`src/rtl/debug_trace_tx_if.sv`:
```
// Capture/snapshot/UART bundle between the debug trace serialiser and its driver.
// master drives the capture strobe and observation words; slave is debug_trace_tx.
interface debug_trace_tx_if;
    logic        capture;
    logic [31:0] w0_iaddr;
    logic [31:0] w1_x31;
    logic [31:0] w2_regdata;
    logic [31:0] w3_daddr;
    logic [31:0] w4_drdata;
    logic        tx;
    logic        ready;
    logic        frame_done;
    logic [7:0]  drop_count;

    modport master (
        output capture, w0_iaddr, w1_x31, w2_regdata, w3_daddr, w4_drdata,
        input  tx, ready, frame_done, drop_count
    );

    modport slave (
        input  capture, w0_iaddr, w1_x31, w2_regdata, w3_daddr, w4_drdata,
        output tx, ready, frame_done, drop_count
    );
endinterface

```
`src/rtl/debug_trace_tx.sv`:
```
// UART 8N1 serialiser for a five-word CPU debug snapshot: sync 0xA5, 20 big-endian data bytes,
// plus an XOR checksum byte when DEBUG_TRACE_CHECKSUM_EN is defined.
module debug_trace_tx #(
    parameter int CLKS_PER_BIT = 434
) (
    input  logic           clk,
    input  logic           reset,
    debug_trace_tx_if.slave bus
);
    localparam logic [1:0] S_IDLE  = 2'd0;
    localparam logic [1:0] S_START = 2'd1;
    localparam logic [1:0] S_DATA  = 2'd2;
    localparam logic [1:0] S_STOP  = 2'd3;

`ifdef DEBUG_TRACE_CHECKSUM_EN
    localparam logic [4:0] LAST_BYTE = 5'd21;
`else
    localparam logic [4:0] LAST_BYTE = 5'd20;
`endif

    localparam logic [15:0] BIT_LAST = 16'(CLKS_PER_BIT - 1);

    logic [1:0]   state;
    logic [15:0]  bit_timer;
    logic [2:0]   bit_idx;
    logic [4:0]   byte_idx;
    logic [159:0] snapshot;
    logic [7:0]   shift_reg;
    logic         tx_r;
    logic         frame_done_r;
    logic [7:0]   drop_count_r;
    logic [7:0]   cur_byte;
    logic         bit_end;

`ifdef DEBUG_TRACE_CHECKSUM_EN
    logic [7:0] checksum;

    always_comb begin
        checksum = 8'h00;
        for (int i = 0; i < 20; i++) begin
            checksum = checksum ^ snapshot[159 - 8*i -: 8];
        end
    end
`endif

    // Byte 0 is the sync marker; bytes 1..20 walk the snapshot from its top byte down.
    always_comb begin
        cur_byte = 8'hA5;
        for (int i = 0; i < 20; i++) begin
            if (byte_idx == 5'(i + 1)) begin
                cur_byte = snapshot[159 - 8*i -: 8];
            end
        end
`ifdef DEBUG_TRACE_CHECKSUM_EN
        if (byte_idx == LAST_BYTE) begin
            cur_byte = checksum;
        end
`endif
    end

    assign bit_end = (bit_timer == BIT_LAST);

    always_ff @(posedge clk) begin
        if (reset) begin
            state        <= S_IDLE;
            bit_timer    <= 16'd0;
            bit_idx      <= 3'd0;
            byte_idx     <= 5'd0;
            snapshot     <= '0;
            shift_reg    <= 8'd0;
            tx_r         <= 1'b1;
            frame_done_r <= 1'b0;
            drop_count_r <= 8'd0;
        end else begin
            frame_done_r <= 1'b0;
            if (bus.capture && (state != S_IDLE) && (drop_count_r != 8'hFF)) begin
                drop_count_r <= drop_count_r + 8'd1;
            end

            case (state)
                S_IDLE: begin
                    if (bus.capture) begin
                        snapshot  <= {bus.w0_iaddr, bus.w1_x31, bus.w2_regdata,
                                      bus.w3_daddr, bus.w4_drdata};
                        state     <= S_START;
                        tx_r      <= 1'b0;
                        bit_timer <= 16'd0;
                        byte_idx  <= 5'd0;
                    end
                end
                S_START: begin
                    if (bit_end) begin
                        bit_timer <= 16'd0;
                        bit_idx   <= 3'd0;
                        tx_r      <= cur_byte[0];
                        shift_reg <= {1'b0, cur_byte[7:1]};
                        state     <= S_DATA;
                    end else begin
                        bit_timer <= bit_timer + 16'd1;
                    end
                end
                S_DATA: begin
                    if (bit_end) begin
                        bit_timer <= 16'd0;
                        if (bit_idx == 3'd7) begin
                            tx_r  <= 1'b1;
                            state <= S_STOP;
                        end else begin
                            tx_r      <= shift_reg[0];
                            shift_reg <= {1'b0, shift_reg[7:1]};
                            bit_idx   <= bit_idx + 3'd1;
                        end
                    end else begin
                        bit_timer <= bit_timer + 16'd1;
                    end
                end
                S_STOP: begin
                    if (bit_end) begin
                        bit_timer <= 16'd0;
                        if (byte_idx == LAST_BYTE) begin
                            state        <= S_IDLE;
                            frame_done_r <= 1'b1;
                        end else begin
                            byte_idx <= byte_idx + 5'd1;
                            tx_r     <= 1'b0;
                            state    <= S_START;
                        end
                    end else begin
                        bit_timer <= bit_timer + 16'd1;
                    end
                end
                default: state <= S_IDLE;
            endcase
        end
    end

    assign bus.tx         = tx_r;
    assign bus.ready      = (state == S_IDLE);
    assign bus.frame_done = frame_done_r;
    assign bus.drop_count = drop_count_r;
endmodule
```
`src/flat_wrapper.sv`:
```
// flat-port wrapper written by rule: the top's interface ports become plain ports
module debug_trace_tx_flat 
#(
    parameter int CLKS_PER_BIT = 434
)
  (clk, reset, bus_capture, bus_w0_iaddr, bus_w1_x31, bus_w2_regdata, bus_w3_daddr, bus_w4_drdata, bus_tx, bus_ready, bus_frame_done, bus_drop_count);
  debug_trace_tx_if bus_i ();
  input  logic clk;
  input  logic reset;
  input wire logic [$bits(bus_i.capture)-1:0] bus_capture;
  input wire logic [$bits(bus_i.w0_iaddr)-1:0] bus_w0_iaddr;
  input wire logic [$bits(bus_i.w1_x31)-1:0] bus_w1_x31;
  input wire logic [$bits(bus_i.w2_regdata)-1:0] bus_w2_regdata;
  input wire logic [$bits(bus_i.w3_daddr)-1:0] bus_w3_daddr;
  input wire logic [$bits(bus_i.w4_drdata)-1:0] bus_w4_drdata;
  output wire logic [$bits(bus_i.tx)-1:0] bus_tx;
  output wire logic [$bits(bus_i.ready)-1:0] bus_ready;
  output wire logic [$bits(bus_i.frame_done)-1:0] bus_frame_done;
  output wire logic [$bits(bus_i.drop_count)-1:0] bus_drop_count;
  assign bus_i.capture = bus_capture;
  assign bus_i.w0_iaddr = bus_w0_iaddr;
  assign bus_i.w1_x31 = bus_w1_x31;
  assign bus_i.w2_regdata = bus_w2_regdata;
  assign bus_i.w3_daddr = bus_w3_daddr;
  assign bus_i.w4_drdata = bus_w4_drdata;
  assign bus_tx = bus_i.tx;
  assign bus_ready = bus_i.ready;
  assign bus_frame_done = bus_i.frame_done;
  assign bus_drop_count = bus_i.drop_count;
  debug_trace_tx #(.CLKS_PER_BIT(CLKS_PER_BIT)) u_core (.clk(clk), .reset(reset), .bus(bus_i));
endmodule
```
`config.mk`:
```
export PLATFORM = sky130hd
export DESIGN_NAME = debug_trace_tx_flat
export DESIGN_NICKNAME = d
export VERILOG_FILES = /design/src/rtl/debug_trace_tx_if.sv /design/src/rtl/debug_trace_tx.sv /design/src/flat_wrapper.sv
export SDC_FILE = /design/constraint.sdc
export NUM_CORES = 1
export LEC_CHECK = 0
export CORE_MARGIN = 5
export CORE_UTILIZATION = 32
export CTS_CLUSTER_SIZE = 14
export DETAILED_ROUTE_END_ITERATION = 10
export SLEW_MARGIN = 30
export SYNTH_ARGS = -nofsm -noshare
export SYNTH_HDL_FRONTEND = slang
export SYNTH_SLANG_ARGS = --single-unit
```
`constraint.sdc`:
```
create_clock -name clk -period 3 [get_ports clk]
set_input_delay 0.9 -clock clk [delete_from_list [all_inputs] [get_ports clk]]
set_output_delay 0.9 -clock clk [all_outputs]
set_load 0.01 [all_outputs]
```
## Word level (Yosys, flattened, before mapping)

Cells that the tools add are included.

| word-level totals | value |
|---|---|
| input port bits | 163 |
| logic and storage cells | 111 |
| register bits after elaboration | 204 |

| cells by class | value |
|---|---|
| add/subtract/negate cells | 4 |
| muxes and demuxes | 50 |
| bitwise logic cells | 2 |
| reductions and logical operators | 13 |
| eq/ne operators | 33 |

Operator list:

| operator | count |
|---|---|
| 8-bit two-way mux | 23 |
| 5-bit by 4-bit == test with 1-bit output (second input constant) | 8 |
| 16-bit two-way mux | 2 |
| 16-bit one-hot mux with 2 select lines | 1 |
| 5-bit == test (second input constant) | 5 |
| 5-bit by 3-bit == test with 1-bit output (second input constant) | 4 |
| 16-bit by 1-bit adder with 16-bit output (second input constant) | 1 |
| 16-bit by 9-bit == test with 1-bit output (second input constant) | 1 |
| 8-bit one-hot mux with 2 select lines | 1 |
| 5-bit two-way mux | 3 |
| 5-bit by 2-bit == test with 1-bit output (second input constant) | 2 |
| 2-bit two-way mux | 5 |
| 5-bit one-hot mux with 2 select lines | 1 |
| 5-bit AND reduction | 2 |
| 3-bit two-way mux | 3 |
| 8-bit by 1-bit adder with 8-bit output (second input constant) | 1 |
| 1-bit two-way mux | 8 |
| 2-bit by 1-bit != test with 1-bit output (second input constant) | 4 |
| 8-bit != test (second input constant) | 1 |
| 2-bit one-hot mux with 4 select lines | 1 |
| 4-bit AND reduction | 2 |
| 2-bit != test (second input constant) | 3 |
| 3-bit one-hot mux with 2 select lines | 1 |
| 2-bit nonzero test | 3 |
| other kinds (12) | 16 |

## Longest topological paths before layout

Gate-level depths: netlist of the first run.

| logic depth | value |
|---|---|
| depth after elaboration | 23 |
| mapped depth | 13 |
| depth with buffers taken out | 9 |

## Worst setup path before layout of the first run

Ideal clock, no wire load.

| path | value |
|---|---|
| path type | reg-to-reg |
| start point | register u_core.byte_idx[0] |
| end point | register u_core.shift_reg[6] |
| arrival | 2.522 ns |
| data required time | 2.876 ns |
| path buffers | 4 |
| cell stages (with the launch flop) | 14 |
| path slack | 0.354 ns |
| path through | dfxtp_1 -> ha_1 -> buf_2 -> buf_2 -> clkbuf_1 -> and3_1 -> ha_1 -> clkbuf_1 -> nand3b_1 -> a21oi_1 -> a221oi_1 -> o211ai_1 -> o211ai_1 -> a21oi_1 |

| between the ends | value |
|---|---|
| word-level cells in the longest chain between the ends | 23 |
| elaborated cells on any way between the ends | 42 |
| those cells by class | 20 x eq/ne; 22 x mux |

Ends and longest elaborated chain:

| what | RTL line | text |
|---|---|---|
| from (decl) | debug_trace_tx.sv:26 | `logic [4:0] byte_idx;` |
| from (signal assigned) | debug_trace_tx.sv:124 | `byte_idx <= byte_idx + 5'd1;` |
| 5-bit by 1-bit == test with 1-bit output | debug_trace_tx.sv:50 | `if (byte_idx == 5'(i + 1)) begin` |
| 8-bit two-way mux (19 in series) | debug_trace_tx.sv:50 |  |
| 8-bit two-way mux (*) | debug_trace_tx.sv:50 |  |
| 8-bit two-way mux (*) | debug_trace_tx.sv:92 | `if (bit_end) begin` |
| 8-bit one-hot mux with 2 select lines (*) | debug_trace_tx.sv:80 | `case (state)` |
| to (signal assigned) | debug_trace_tx.sv:96 | `shift_reg <= {1'b0, cur_byte[7:1]};` |
| to (signal assigned) | debug_trace_tx.sv:110 | `shift_reg <= {1'b0, shift_reg[7:1]};` |
| to (decl) | debug_trace_tx.sv:28 | `logic [7:0] shift_reg;` |

Every way passes the cells marked *; elsewhere a longest branch is shown, timed or not. The select of a mux whose other input is x is not followed.
A chain may end at the register's enable or synchronous reset.

## Final worst setup path of the first run

| path | value |
|---|---|
| start point | register u_core.byte_idx[0] |
| end point | register u_core.shift_reg[0] |

Same word-level chain as after synthesis.

==> impl_summary.md, run 1 <==
Outcome
The run finished with clean final reports.

Floorplanning
The total die area is 34,700 µm². For this configuration, the core starts out at a cell density of 0.325. The number of rows in the core area is 64. The floorplan step set the die height to 186 µm. For this design the top-level I/O count stands at 174.

After floorplanning, the core was sized to cover 30,600 µm². Measured along the x axis, the die boundary spans 186 µm.

Logic synthesis
The total number of yosys warnings is 0. Of the total synthesized cell area, the portion taken by full adders, half adders and majority gates is 0.0176. The most common flop cell mapped by yosys is dfxtp_1. The xor-xnor portion of the synthesized cell area is 0.00617.

The dominant combinational cell family by area after synthesis is simple AND/OR/NAND/NOR gates. The synthesized design contains 203 register bits. After synthesis, the share of flip-flops with an asynchronous set or reset is 0. The part of the Yosys area used for sequential elements is 0.409. Of the total synthesized cell area, the portion taken by AND, OR, NAND and NOR gates is 0.259.

The portion of synthesized area spent on multiplexers is 0.00302. The synthesized-area fraction occupied by ao, oa, aoi and oai cells was 0.247. The per-instance average area after synthesis is 7.36 µm². The instance count of the mapped netlist is 1,350. The total nets after synthesis is 1,527.

The number of flops mapped to enable cells by yosys is 0. The number of distinct library cells after synthesis is 74. After synthesis the cells add up to 9940 µm².

Setup path
Data on the critical path is required at its endpoint by 3.36 ns. The delay of the slowest cell on the worst path is 0.43 ns. STA puts the critical path data arrival time at 3.04 ns. By startpoint and endpoint, the worst setup path is classified as flop to flop. Traced cell by cell, the critical path runs through ha_1, buf_4, clkinv_1, buf_4, o311a_1, o32a_1, o21ai_0, o21bai_1, a211oi_1.

Counting stages on the worst path, the most repeated cell is buf_4. The peak fanout along the critical path is 34. STA classifies the critical path startpoint as a flop. The cell at the slowest stage of the critical path is dfxtp_1. The critical path capture point type is a flop.

Final layout
The flip-flop and latch area is 4060 µm². The total of fill cells in the finished design is 3,193. The register with the most flip-flops in the layout has 160 of them. The register ranked first by flip-flop count is u_core.snapshot.

0 antenna diodes ended up in the layout. The non-filler instance count after layout is 1,889. Summing all multi-input logic gate instances after layout gives 5300 µm². The final layout contains 1,656 nets. The leading cell type in the layout, fill and taps excluded is nand2_1. Leaving out fill and tap cells, the most frequent cells in the layout are nand2_1 (383), a21oi_1 (230), dfxtp_1 (203).

From synthesis to final layout, the design area changed by 28.7%. Of the cells placed in the final design, the portion with a size suffix greater than 1 is 0.0623. The post-route standard cell area excluding fillers is 12,800 µm².

Route
The total routed wirelength is 33,100 µm. The detail route stage leaves a number of antenna-violating nets equal to 0. The first TritonRoute pass finished after 7 iterations. The routed layout has 9,853 vias. After detailed routing, the average wire length per cell comes to 17.5 µm. Using the TritonRoute via totals, the vias-per-cell ratio works out to 5.22. The remaining design rule violation count is 0. The DRC marker count from the first detailed-route iteration is 776.

CTS
In this run, post-CTS hold repair placed 0 buffers. The clock buffer count from CTS is 23. The total number of H-tree levels is 1. The clock edge transition at the registers on the reported setup and hold paths is 0.06 ns. Clock tree synthesis found a total of 203 sinks. The count of cells resized by post-cts repair is 0. The maximum root-to-sink buffer count is 3. In this run the post-CTS setup repair buffer count came out at 0. The source-to-sink clock delay at the later pin of the worst-skew pair is 0.52 ns.

TritonCTS built the clock tree. The tree is rooted in a clkbuf_16.

STA
The count of endpoints failing hold in the final timing report is 0. Setup violations remaining at the end of the flow were counted as 0. The worst hold slack is 0.456 ns. On the final layout, the worst clock skew is 0.0222 ns.

The max-slew headroom at the worst pin is 0.602. The shortest period the worst path allows is 2.68 ns. The final critical-path share of the clock period is 0.893. The max-slew violation count was 0. The peak clock frequency supported by timing is 373 MHz. Setup repair after global routing left no endpoint under its margin. For the pin with the worst max-slew slack, the measured transition is 0.595 ns. The final sum of negative setup slack is 0 ns.

Placement
The cell count after placement is 1,850. Routability-driven placement finished with a final weighted congestion of 0.896. The count of input and output buffers is 173. The HPWL after detailed placement is 24,000 µm.

The placed cell area is 12,100 µm².

Global route
The number of global-route vias before repair is 9,309. In the global route stage, met3 resource usage came out at 0.0325. In the global route stage, overall resource usage came out at 0.180. Entering global routing, the biggest net connects 109 pins. The initial antenna violation count is 0. The met2 track utilization from global routing is 0.295.

The first global-routing pass estimated 50,400 µm of wire. The global routing stage identified its most utilized layer as met2. The global routing met1 resource utilization is 0.247. For this run the aggregate overflow at the end of global routing stands at 0.

Power and ir drop
Across the VDD grid, the largest voltage drop is 0.397 mV. The leakage power summed over all cells is 4.62 nW. In this run the power density over the cells is 651 nW/µm². The overall power after layout is 0.00833 W.

Min path
The path class of the tightest hold or removal check is flop to flop.

Job
The count of max-cap constraint violations is 0.
[report_power, final]
part / internal, W / leakage (nW) / switching [W]
sequential: 0.00311 / 1.66 / 0.000304
combinational: 0.000885 / 2.60 / 0.00129
clock: 0.00161 / 0.357 / 0.00113
[synthesized netlist by cell type (4+ instances only)]
| cell | instances | area share |
|---|---|---|
| nor3_1 | 14 | 0.0071 |
| ha_1 | 14 | 0.018 |
| and2_1 | 4 | 0.0025 |
| buf_6 | 4 | 0.0045 |
| nor2b_1 | 7 | 0.0044 |
| nand4_1 | 7 | 0.0044 |
| a311oi_1 | 11 | 0.0097 |
| o22ai_1 | 14 | 0.0088 |
| a21o_1 | 4 | 0.0030 |
| a32oi_1 | 4 | 0.0035 |
| nand3b_1 | 13 | 0.0098 |
| nand2b_1 | 16 | 0.010 |
| o21ai_0 | 54 | 0.027 |
| nand3_1 | 22 | 0.011 |
| buf_1 | 5 | 0.0019 |
| a22oi_1 | 7 | 0.0053 |
| nor3b_1 | 7 | 0.0053 |
| a21oi_1 | 230 | 0.12 |
| buf_2 | 24 | 0.012 |
| a211oi_1 | 8 | 0.0060 |
| and3_1 | 11 | 0.0069 |
| dfxtp_1 | 203 | 0.41 |
| inv_1 | 21 | 0.0079 |
| nand2_1 | 384 | 0.15 |
| clkbuf_1 | 73 | 0.028 |
| o21a_1 | 5 | 0.0038 |
| o2111ai_1 | 4 | 0.0035 |
| xor2_1 | 4 | 0.0035 |
| o211ai_1 | 8 | 0.0060 |
| a221oi_1 | 8 | 0.0071 |
| a31oi_1 | 11 | 0.0069 |
| buf_4 | 5 | 0.0038 |
| nor2_1 | 57 | 0.022 |
| o311a_1 | 6 | 0.0060 |
| nor4_1 | 4 | 0.0025 |
[cell families (layout without fill, tap and decap cells)]
kind of cell    after synthesis  in the layout
compound gates              412            412
xor+xnor                      7              7
fa+ha+maj                    14             14
buf+inv                     134            277
flops                       203            203
mux                           3              3
simple gates                577            577
[path summary, 6_finish.rpt]
kind / from / slack, ns / to / cells past startpoint
max: u_core.byte_idx[0] / 0.32 / u_core.shift_reg[0] / 9
min: u_core.snapshot[121] / 0.46 / u_core.snapshot[121] / 2
max reg2reg: u_core.byte_idx[0] / 0.32 / u_core.shift_reg[0] / 9
min reg2reg: u_core.snapshot[121] / 0.46 / u_core.snapshot[121] / 2
[through the flow]
| stage | util | setup WS, ns |
|---|---|---|
| floorplan | - | 0.354 |
| global placement | 0.395 | 0.397 |
| detailed placement | 0.395 | 0.385 |
| CTS | 0.418 | 0.344 |
| global route | 0.418 | 0.155 |
| finish | 0.418 | 0.321 |
[cell type report]
cell class	instances	area share
clock inverters	10	0.00841
well taps	396	0.0387
inverters	23	0.00675
clock buffers	29	0.0476
repair buffers	215	0.166
multi-input cells	1013	0.415
flip-flops and latches	203	0.318
[worst max-delay path: cells and delay by family, from the launching register on]
kind / cells / cell delay [ns]
AO/OA/AOI/OAI: 5 / 1.22
flip-flops: 1 / 0.43
buffers and inverters: 3 / 0.66
adder cells (fa/ha/maj): 1 / 0.22
[per-layer routing]
metal | share of wire | vias up
met5 | 0 | -
met4 | 0.024 | 0
met2 | 0.46 | 312
li1 | - | 4939
met1 | 0.45 | 4562
met3 | 0.064 | 40
Power figures use the tool's default switching activity.
==> inputs of run 2 (changes only) <==
--- a/config.mk
+++ b/config.mk
@@ -7,9 +7,9 @@
 export LEC_CHECK = 0
 export CORE_MARGIN = 5
 export CORE_UTILIZATION = 32
-export CTS_CLUSTER_SIZE = 14
+export CTS_BUF_LIST = sky130_fd_sc_hd__clkbuf_4
 export DETAILED_ROUTE_END_ITERATION = 10
-export SLEW_MARGIN = 30
+export SLEW_MARGIN = 25
 export SYNTH_ARGS = -nofsm -noshare
 export SYNTH_HDL_FRONTEND = slang
 export SYNTH_SLANG_ARGS = --single-unit
==> run 2 against run 1 <==
Compared with the run above:
- setup slack got worse by 0.14 ns
- utilization decreased by 0.25 points
- global-route usage up 0.30 points
- highest routed layer unchanged
- wire length increased by 0.70%
- sequential power barely moved
- cell count up 2.8%
- largest cell class unchanged
- register-to-register slack improved by 0.02 ns
==> impl_summary.md, run 2 (same netlist as run 1, synthesis figures left out) <==
STA
The count of endpoints failing setup in the final report is 0 (unchanged). The shortest period the worst path allows came to 2.82 ns (was 2.68 ns). The setup skew after layout was 0.0354 ns (was 0.0222 ns). The max-slew violation count is 0 (unchanged).

The final critical-path share of the clock period is 0.939 (was 0.893). The peak clock frequency supported by timing is 355 MHz (was 373 MHz). The count of endpoints failing hold in the final timing report is 0 (unchanged). The max-slew headroom at the worst pin is 0.588 (was 0.602). RSZ-0062 raised after global routing: false (unchanged). The final sum of negative setup slack is 0 ns (unchanged). The slew of the pin with the lowest slew margin is 0.615 ns (was 0.595 ns).

CTS
The clock buffer count from CTS came to 55 (was 23). The count of cells resized by post-cts repair is 0 (unchanged). The total number of H-tree levels was 2 (was 1).

The clock edge transition at the registers on the reported setup and hold paths is 0.07 ns (was 0.06 ns). The total setup buffers inserted after CTS is 0 (unchanged). The master cell of the clock root buffer is clkbuf_4 (was clkbuf_16).

The source-to-sink clock delay at the later pin of the worst-skew pair is 0.67 ns (was 0.52 ns). The TritonCTS clock tree is yes (unchanged). The post-cts hold buffer count came to 0 (unchanged). The maximum root-to-sink buffer count is 3 (unchanged). The clock sink total is 203 (unchanged).

Floorplanning
The overall die width was 186 µm (unchanged). The number of rows in the core area is 64 (unchanged). The I/O pin count is 174 (unchanged). The die boundary height is 186 µm (unchanged). The core area is 30,600 µm² (unchanged).

The total die area was 34,700 µm² (unchanged). The effective utilization at floorplan came to 0.325 (unchanged).

Global route
The global routing met1 resource utilization is 0.243 (was 0.247). The total track usage came to 0.183 (was 0.180). The met2 track utilization from global routing came to 0.295 (about the same). The maximum number of pins on one net before global-route repair is 109 (unchanged). The layer carrying the most global-route usage is met2 (unchanged).

The number of global-route vias before repair is 9,641 (was 9,309). The global-route met3 utilization is 0.0445 (was 0.0325). The global-route wire length before repair came to 50,900 µm (was 50,400 µm). The total congestion overflow after global routing is 0 (unchanged). The initial antenna violation count came to 1 (was 0).

Route
The remaining design rule violation count was 0 (unchanged). The routed via count divided by cell count was 5.17 (was 5.22). The number of iterations in the first detailed-routing pass is 5 (was 7). The total number of vias is 10,044 (was 9,853). The number of nets with antenna violations after routing came to 0 (unchanged). The total routed wirelength is 33,300 µm (was 33,100 µm).

The routed wire length per instance is 17.2 µm (was 17.5 µm). The DRC marker count from the first detailed-route iteration came to 666 (was 776).

Setup path
The depth of the most critical reg-to-reg path is 9 (unchanged). The required time of the critical path was 2.10 ns (was 3.36 ns). The peak fanout along the critical path was 5 (was 34). The delay of the slowest cell on the worst path was 0.50 ns (was 0.43 ns). The kind of cell adding the most delay to the critical path is buffers and inverters (was compound AO/OA/AOI/OAI gates). The critical path data arrival time is 1.92 ns (was 3.04 ns). The cell at the slowest stage of the critical path is clkdlybuf4s50_1 (was dfxtp_1). CP cell instances: inv_1, ha_1, clkdlybuf4s50_1 (was ha_1, buf_4, clkinv_1, buf_4, o311a_1, o32a_1, o21ai_0, o21bai_1, a211oi_1). The critical path capture point type is an output port (was flop). The total stage count of the critical path is 3 (was 9). The total buffers and inverters traversed by the critical path came to 2 (was 3).

The startpoint class of the critical path is a flop (unchanged). The class of the most critical setup path is flop to output port (was flop to flop).

Final layout
The share of cells above drive strength 1 came to 0.0913 (was 0.0623). The layout-stage area growth over the synthesis result was 27.9% (was 28.7%). The leading cell type in the layout, fill and taps excluded was nand2_1 (unchanged). The post-route core utilization was 0.416 (was 0.418). Most frequent cells in the layout: nand2_1 (383), a21oi_1 (230), dfxtp_1 (203) (unchanged). The flip-flop count of the largest register, all copies and words added is 160 (unchanged). The number of nets in the finished design was 1,688 (was 1,656). The register ranked first by flip-flop count is u_core.snapshot (unchanged).

Placement
The count of input and output buffers is 173 (unchanged). The sum of net half-perimeters after detailed placement was 24,000 µm (unchanged). The routability-driven placement congestion ratio is 0.896 (unchanged).

Power and ir drop
The leakage power summed over all cells is 4.65 nW (was 4.62 nW). The overall power after layout is 0.00791 W (was 0.00833 W). The largest voltage drop on the vdd net is 0.303 mV (was 0.397 mV). The areal power density over the cells is 622 nW/µm² (was 651 nW/µm²).

Outcome
Status: finished clean (unchanged).

Job
The count of max-cap constraint violations is 0 (unchanged).

Min path
The path class of the lowest-slack min-delay path is flop to flop (unchanged). The number of cells on the worst hold path is 2 (unchanged).
==> run 2: changes by cell type in the layout (fill, tap and decap cells not counted), sizes merged <==
| cell | previous run | this run |
|---|---|---|
| diode | 0 | 1 |
| inv | 23 | 21 |
| clkbuf | 29 | 79 |
| bufinv | 2 | 0 |
| clkinv | 8 | 13 |
==> run 2: layout make-up <==
type	count	area, µm²
clock buffer	79	593
fill	3213	17900
inverter	23	86.3
sequential	203	4060
timing repair buffer	215	2120
multi-input combinational	1013	5300
clock inverter	11	45.0
antenna	1	2.50
tap	396	495
==> run 2: power by group <==
part           total (W)  internal [W]  switching (W)  leakage [nW]
Sequential       0.00341       0.00311       0.000305          1.66
Clock            0.00232       0.00119        0.00113         0.388
Combinational    0.00218      0.000886        0.00129          2.60
Total            0.00791       0.00518        0.00272          4.65
==> run 2: layer usage <==
metal,wire (µm),part of all wire
met5,0,0
met4,824,0.025
met3,2270,0.068
met2,15300,0.46
met1,14900,0.45
==> run 2: worst reg2reg max path, stage by stage (launching register included) <==
cell and delay, ns:
dfxtp_1 0.43, ha_1 0.22, buf_4 0.33, clkinv_1 0.15, buf_4 0.20, o311a_1 0.33, o32a_1 0.27, o21ai_0 0.33
o21bai_1 0.18, a211oi_1 0.09
==> run 2: stage by stage <==
stage               area, µm²  setup slack (ns)  hold slack, ns  instances
CTS                     12700             0.143           0.458       1940
floorplan                9940             0.354           0.431       1350
global route            12700            0.0857           0.469       1941
finish                  12700             0.183           0.455       1941
detailed placement      12100             0.385           0.448       1850
global placement        12100             0.397           0.443       1850
==> run 2: path summary, 6_finish.rpt <==
| kind | start | endpoint | slack, ns |
|---|---|---|---|
| worst max-delay path | u_core.state[0] | bus_ready | 0.18 |
| worst min-delay path | u_core.snapshot[121] | u_core.snapshot[121] | 0.45 |
| worst max register to register | u_core.byte_idx[0] | u_core.shift_reg[0] | 0.34 |
| worst min register to register | u_core.snapshot[121] | u_core.snapshot[121] | 0.45 |
